==> config.mk <==
export PLATFORM = sky130hd
export DESIGN_NAME = polar_llr_frame_builder
export DESIGN_NICKNAME = d
export VERILOG_FILES = /design/src/rtl/polar_llr_pkg.sv /design/src/rtl/polar_llr_condition.sv /design/src/rtl/polar_llr_frame_builder.sv
export SDC_FILE = /design/constraint.sdc
export NUM_CORES = 1
export LEC_CHECK = 0
export CORE_ASPECT_RATIO = 0.9
export CORE_UTILIZATION = 50
export DETAILED_ROUTE_END_ITERATION = 7
export GPL_TIMING_DRIVEN = 0
export PLACE_DENSITY = 0.78
export SLEW_MARGIN = 15
export SYNTH_ARGS = -nofsm -noshare
export SYNTH_HDL_FRONTEND = slang
export SYNTH_SLANG_ARGS = --single-unit
export TNS_END_PERCENT = 30
==> constraint.sdc <==
create_clock -name clk -period 3.6 [get_ports clk]
set_clock_uncertainty 0.2 [all_clocks]
set_input_delay 0.72 -clock clk [delete_from_list [all_inputs] [get_ports clk]]
set_output_delay 0.72 -clock clk [all_outputs]
set_load 0.05 [all_outputs]
==> src/rtl/polar_llr_pkg.sv <==
// Shared types and helpers for the polar LLR frame builder.
//   frame_state_e : frame-builder state, encoded as {pending, credit}
//   llr_condition : negate (saturating) then arithmetic right shift
//   frame_pos     : arrival index -> frame slot, optionally reversed
package polar_llr_pkg;

  localparam int unsigned LLR_CALC_W = 32;

  // Bit 1 is "a complete frame is pending", bit 0 is "decoder credit held".
  typedef enum logic [1:0] {
    ST_FILL_BUSY = 2'b00,
    ST_FILL_IDLE = 2'b01,
    ST_WAIT      = 2'b10,
    ST_READY     = 2'b11
  } frame_state_e;

  // Works on a sign-extended sample; 'bits' gives the real LLR width so the
  // most-negative code saturates to the most-positive one on negation.
  function automatic logic signed [LLR_CALC_W-1:0] llr_condition(
    input logic signed [LLR_CALC_W-1:0] s,
    input int unsigned                  bits,
    input int unsigned                  negate,
    input int unsigned                  shift
  );
    logic signed [LLR_CALC_W-1:0] max_v;
    logic signed [LLR_CALC_W-1:0] min_v;
    logic signed [LLR_CALC_W-1:0] v;
    max_v = $signed(LLR_CALC_W'(1) << (bits - 1)) - 32'sd1;
    min_v = -max_v - 32'sd1;
    v     = s;
    if (negate != 0) begin
      v = (s == min_v) ? max_v : -s;
    end
    return v >>> shift;
  endfunction

  function automatic int unsigned frame_pos(
    input int unsigned i,
    input int unsigned n,
    input int unsigned reverse
  );
    return (reverse != 0) ? (n - 1 - i) : i;
  endfunction

endpackage

==> src/rtl/polar_llr_condition.sv <==
// Combinational conditioning of one channel sample into a decoder LLR.
//   in_sample : signed channel sample
//   out_llr   : negated (if NEGATE) and arithmetically shifted LLR, same width
module polar_llr_condition
  import polar_llr_pkg::*;
#(
  parameter int unsigned BITS   = 8,
  parameter int unsigned SHIFT  = 2,
  parameter int unsigned NEGATE = 1
) (
  input  logic signed [BITS-1:0] in_sample,
  output logic signed [BITS-1:0] out_llr
);

  // Size cast of a signed operand sign-extends; result always fits in BITS.
  assign out_llr = BITS'(llr_condition(LLR_CALC_W'(in_sample), BITS, NEGATE, SHIFT));

endmodule

==> src/rtl/polar_llr_frame_builder.sv <==
// Collects N conditioned LLRs into a frame and hands it to polar_decode with a
// single-credit flow control returned by the decoder's out_valid.
//   clk, rst     : clock, synchronous active-high reset
//   in_valid/in_ready/in_sample : serial sample handshake
//   dec_done     : decoder finished, returns the credit
//   out_valid    : one-cycle pulse, y carries a new frame
//   y            : frame LLRs, held until the next issue
//   frame_count  : frames issued, wraps at 2^16
module polar_llr_frame_builder
  import polar_llr_pkg::*;
#(
  parameter int unsigned N       = 4,
  parameter int unsigned BITS    = 8,
  parameter int unsigned SHIFT   = 2,
  parameter int unsigned NEGATE  = 1,
  parameter int unsigned REVERSE = 1
) (
  input  logic                   clk,
  input  logic                   rst,
  input  logic                   in_valid,
  output logic                   in_ready,
  input  logic signed [BITS-1:0] in_sample,
  input  logic                   dec_done,
  output logic                   out_valid,
  output logic signed [BITS-1:0] y [N],
  output logic [15:0]            frame_count
);

  localparam int unsigned IDX_W = (N > 1) ? $clog2(N) : 1;
  localparam int unsigned CNT_W = 16;

  frame_state_e           state_q, state_d;
  logic [IDX_W-1:0]       idx_q, idx_d;
  logic signed [BITS-1:0] pend_buf_q [N];
  logic signed [BITS-1:0] pend_buf_d [N];
  logic signed [BITS-1:0] y_q [N];
  logic signed [BITS-1:0] y_d [N];
  logic                   out_valid_q, out_valid_d;
  logic [CNT_W-1:0]       cnt_q, cnt_d;

  logic signed [BITS-1:0] llr_c;
  logic                   pending_c;
  logic                   accept_c;
  logic                   last_c;

  polar_llr_condition #(
    .BITS   (BITS),
    .SHIFT  (SHIFT),
    .NEGATE (NEGATE)
  ) u_cond (
    .in_sample (in_sample),
    .out_llr   (llr_c)
  );

  assign pending_c = (state_q == ST_WAIT) || (state_q == ST_READY);
  assign in_ready  = !pending_c && !rst;
  assign accept_c  = in_valid && in_ready;
  assign last_c    = (idx_q == IDX_W'(N - 1));

  // Fill, credit and issue decisions; accepts only happen while not pending.
  always_comb begin
    state_d     = state_q;
    idx_d       = idx_q;
    pend_buf_d  = pend_buf_q;
    y_d         = y_q;
    out_valid_d = 1'b0;
    cnt_d       = cnt_q;

    if (accept_c) begin
      pend_buf_d[IDX_W'(frame_pos(32'(idx_q), N, REVERSE))] = llr_c;
      idx_d = last_c ? '0 : idx_q + IDX_W'(1);
    end

    case (state_q)
      ST_FILL_IDLE: begin
        if (accept_c && last_c) state_d = ST_READY;
      end
      ST_FILL_BUSY: begin
        if (accept_c && last_c) begin
          state_d = dec_done ? ST_READY : ST_WAIT;
        end else if (dec_done) begin
          state_d = ST_FILL_IDLE;
        end
      end
      ST_WAIT: begin
        if (dec_done) state_d = ST_READY;
      end
      ST_READY: begin
        // Issue: credit is consumed, so a dec_done here cannot occur.
        y_d         = pend_buf_q;
        out_valid_d = 1'b1;
        cnt_d       = cnt_q + CNT_W'(1);
        state_d     = ST_FILL_BUSY;
      end
      default: state_d = ST_FILL_IDLE;
    endcase
  end

  // State register; reset discards partial and pending frames.
  always_ff @(posedge clk) begin
    if (rst) begin
      state_q     <= ST_FILL_IDLE;
      idx_q       <= '0;
      out_valid_q <= 1'b0;
      cnt_q       <= '0;
      for (int unsigned k = 0; k < N; k++) begin
        pend_buf_q[k] <= '0;
        y_q[k]        <= '0;
      end
    end else begin
      state_q     <= state_d;
      idx_q       <= idx_d;
      out_valid_q <= out_valid_d;
      cnt_q       <= cnt_d;
      pend_buf_q  <= pend_buf_d;
      y_q         <= y_d;
    end
  end

  assign out_valid   = out_valid_q;
  assign frame_count = cnt_q;
  assign y           = y_q;

endmodule

==> impl_metrics.py <==
metrics = {
    "sta": {
        "holdWs_ns": 0.260,
        "worstMarginPinSlew_ns": 0.806,
        "rsz0062_at_grt": "no",
        "finalWorstSetupSlack_ns": 0.269,
        "maxSlewViolCount": 0,
        "finalWorstPathRequiredPeriod_ns": 3.33,
        "finalSetupViolCount": 0,
        "setup_tns_ns": 0,
        "timing.fmax_ghz": 0.300,
        "max-slew-margin-rel_pct": 45.8,
        "post-route-period-util_pct": 92.5,
        "finalHoldViolCount": 0,
    },
    "routing": {
        "drt-total-wl_um": 6790,
        "firstDrtPassIters": 8,
        "ant_nets": 0,
        "drc": 4,
        "wl_per_cell_um": 14.9,
        "viasPerCell": 5.68,
        "num_vias": 2591,
        "drt_iter0_markers": 241,
    },
    "finish": {
        "multiInputGateArea_um2": 1290,
        "syn_to_final_growth_pct": 27.9,
        "fin_nets": 399,
        "post-route-cell-area_um2": 3920,
        "drive_gt1_share_pct": 4.66,
        "nFillCells": 453,
        "antenna_cells": 0,
        "regArea_um2": 1700,
    },
    "floorplan": {
        "num_rows": 26,
        "fp.dieArea_um2": 6450,
        "io_pins": 62,
        "die_w_um": 84.5,
        "start_util_pct": 52.9,
        "design.core.area_um2": 5790,
        "fp.dieH_um": 76.3,
    },
    "setup_path": {
        "critical-path-slowest-cell": "clkdlybuf4s50_1",
        "r2r_setup_slack_ns": 1.46,
        "critical_path.startpoint_type": "input pin",
        "startpoint": "rst",
        "r2r_start": "frame_count[3]$_SDFFE_PP0P_",
        "worst_ep_arrival_time_ns": 2.41,
        "cp-end-kind": "output port",
        "path_max_fanout": 9,
        "endpoint": "in_ready",
        "path_cells": "clkbuf_1 > nor2_1 > clkdlybuf4s50_1",
        "r2r-end": "frame_count[15]$_SDFFE_PP0P_",
        "ff2ff_path_depth": 5,
        "critical_path_class": "input pin to output port",
        "slowest_delay_ns": 0.94,
        "required_ns": 2.68,
    },
    "clock_tree": {
        "cts.sink_count": 85,
        "root_buffer": "clkbuf_8",
        "cts_buffers": 9,
        "clk_pin_slew_ns": 0.07,
        "cts_buffer_depth": 2,
        "postCtsSetupRepairBufs": 0,
        "clk_latency_ns": 0.35,
        "cts_max_level": 3,
        "postCtsResizedCells": 0,
        "cts-hold-fix-buffers": 0,
        "cts_tree": "yes",
    },
    "logic_synthesis": {
        "synth_fp_nets": 328,
        "synthMuxAreaShare_pct": 0.367,
        "synthAdderAreaFrac_pct": 2.04,
        "yosysWarnings": 0,
        "yosys.area_share.simple_pct": 15.3,
        "synth_area_leaders": "dfxtp_1 56%, a22o_1 9.4%, a21oi_1 5.6%",
        "synth_seq_cells": 85,
        "synthCells": 311,
        "yosysTopAreaCellShare_pct": 55.5,
        "yosysUniqueCellTypes": 29,
        "synth-xor-area-share_pct": 3.14,
        "syn_avg_cell_area_um2": 9.86,
        "yosysSeqAreaShare_pct": 55.5,
        "synth_top_cell_by_area": "dfxtp_1",
        "synth-compound-area-share_pct": 21.1,
        "synth_area_um2": 3070,
        "synth_top_family_by_area": "compound AO/OA/AOI/OAI gates",
    },
    "worst_hold_path": {
        "hp-class": "register to register",
    },
    "place": {
        "placed_cell_area_um2": 3750,
        "globalplace.congestion": 0.802,
        "post-place-ws_ns": 0.295,
        "hpwlAfterDp_um": 4870,
        "portBuffers": 60,
    },
    "power_and_ir_drop": {
        "total_power_w": 0.00164,
        "ir_worst_vdd_uv": 332,
        "p_per_area_nw_per_um2": 417,
        "p_leak_nw": 1.37,
    },
    "run_status": {
        "status": "finished with violations",
        "violations": "design-rule violations",
    },
    "global_route": {
        "grt_antenna_before_repair": 0,
        "grt_max_degree": 14,
        "grt_pass1_wl_um": 11300,
        "grt_pass1_vias": 2256,
        "grt_use_total_pct": 22.7,
        "gr-total-overflow": 0,
    },
    "job": {
        "drv_cap": 0,
    },
}
power by group:
part | switching, W | internal, W | total (W)
combinational | 0.0000633 | 0.0000345 | 0.0000978
sequential | 0.0000107 | 0.000956 | 0.000966
clock | 0.000308 | 0.000263 | 0.000571
total | 0.000382 | 0.00125 | 0.00164
stage by stage:
stage	utilization [%]	instances
2_1_floorplan	-	311
3_3_place_gp	64.8	441
3_5_place_dp	64.8	441
4_1_cts	67.7	456
5_1_grt	67.7	456
6_report	67.7	456
registers in the layout, summed over array words and instances (netlist names):
| register | count |
|---|---|
| y | 32 |
| idx_q | 2 |
| state_q | 2 |
| frame_count | 16 |
| pend_buf_q | 32 |
| out_valid | 1 |
worst min-delay path by stage:
stage	to	depth (start not counted)	slack, ns	from
2_1_floorplan	pend_buf_q[13]$_SDFFE_PP0P_	2	0.24	pend_buf_q[13]$_SDFFE_PP0P_
6_report	pend_buf_q[23]$_SDFFE_PP0P_	2	0.26	pend_buf_q[23]$_SDFFE_PP0P_
5_1_grt	pend_buf_q[22]$_SDFFE_PP0P_	2	0.29	pend_buf_q[22]$_SDFFE_PP0P_
3_3_place_gp	pend_buf_q[23]$_SDFFE_PP0P_	2	0.24	pend_buf_q[23]$_SDFFE_PP0P_
3_5_place_dp	pend_buf_q[21]$_SDFFE_PP0P_	2	0.25	pend_buf_q[21]$_SDFFE_PP0P_
4_1_cts	pend_buf_q[21]$_SDFFE_PP0P_	2	0.26	pend_buf_q[21]$_SDFFE_PP0P_
synthesized netlist by cell type:
cell      instances
mux2_2            1
nand2_1          25
and4_1            2
or3_1             5
ha_1              5
nand3_2           1
o21bai_1          1
dfxtp_1          85
or4_1             2
nand3_1           8
nand2b_1          2
o21ai_0          15
nor2b_1           2
inv_1             4
a31oi_1           1
nor3_1            3
nor2_1           20
a211oi_1         12
buf_2             2
nand3b_1          8
xor2_1            5
xnor2_1           6
o21a_1            1
clkbuf_1         14
nor4_1            4
a22o_1           33
a21oi_1          34
and3_1            4
nand4_1           6
layer usage:
layer	vias to the layer above	wire (µm)	track usage (%)
li1	1282	-	-
met1	1223	3270	32.6
met2	76	3070	33.0
met3	10	374	6.07
met4	0	82	7.63
met5	-	0	0
area by class of cell:
class / count / area share, %
Clock buffer: 11 / 3.61
Clock inverter: 4 / 0.638
Inverter: 4 / 0.383
Timing Repair Buffer: 60 / 15.3
Sequential cell: 85 / 43.4
Tap cell: 70 / 2.23
Multi-Input combinational cell: 206 / 32.8
Buffer: 16 / 1.60
cell usage in the layout, fill, tap and decap left out, drive strengths merged:
cell           Yosys  final
mux2               1      1
a21oi             34     34
nor4               4      4
or3                5      5
clkdlybuf4s50      0     60
ha                 5      5
clkbuf            14     25
or4                2      2
nand4              6      6
clkinv             0      2
inv                4      4
nor3               3      3
clkinvlp           0      2
a31oi              1      1
o21bai             1      1
a22o              33     33
o21a               1      1
and3               4      4
nand2             25     25
nand3              9      9
o21ai             15     15
nand3b             8      8
dfxtp             85     85
nor2b              2      2
buf                2      2
nand2b             2      2
and4               2      2
a211oi            12     12
xor2               5      5
xnor2              6      6
nor2              20     20
worst max-delay path, delay by kind of cell:
kind          cells  cell delay, ns
simple gates      1            0.57
buf+inv           2            1.11
cells by family (layout without fill, tap and decap cells):
family	count (synthesis)	in the layout
multiplexers	1	1
XOR/XNOR	11	11
AND/OR/NAND/NOR	92	92
adder cells (fa/ha/maj)	5	5
flip-flops	85	85
AO/OA/AOI/OAI	97	97
buffers and inverters	20	95
Power figures use the tool's default switching activity.
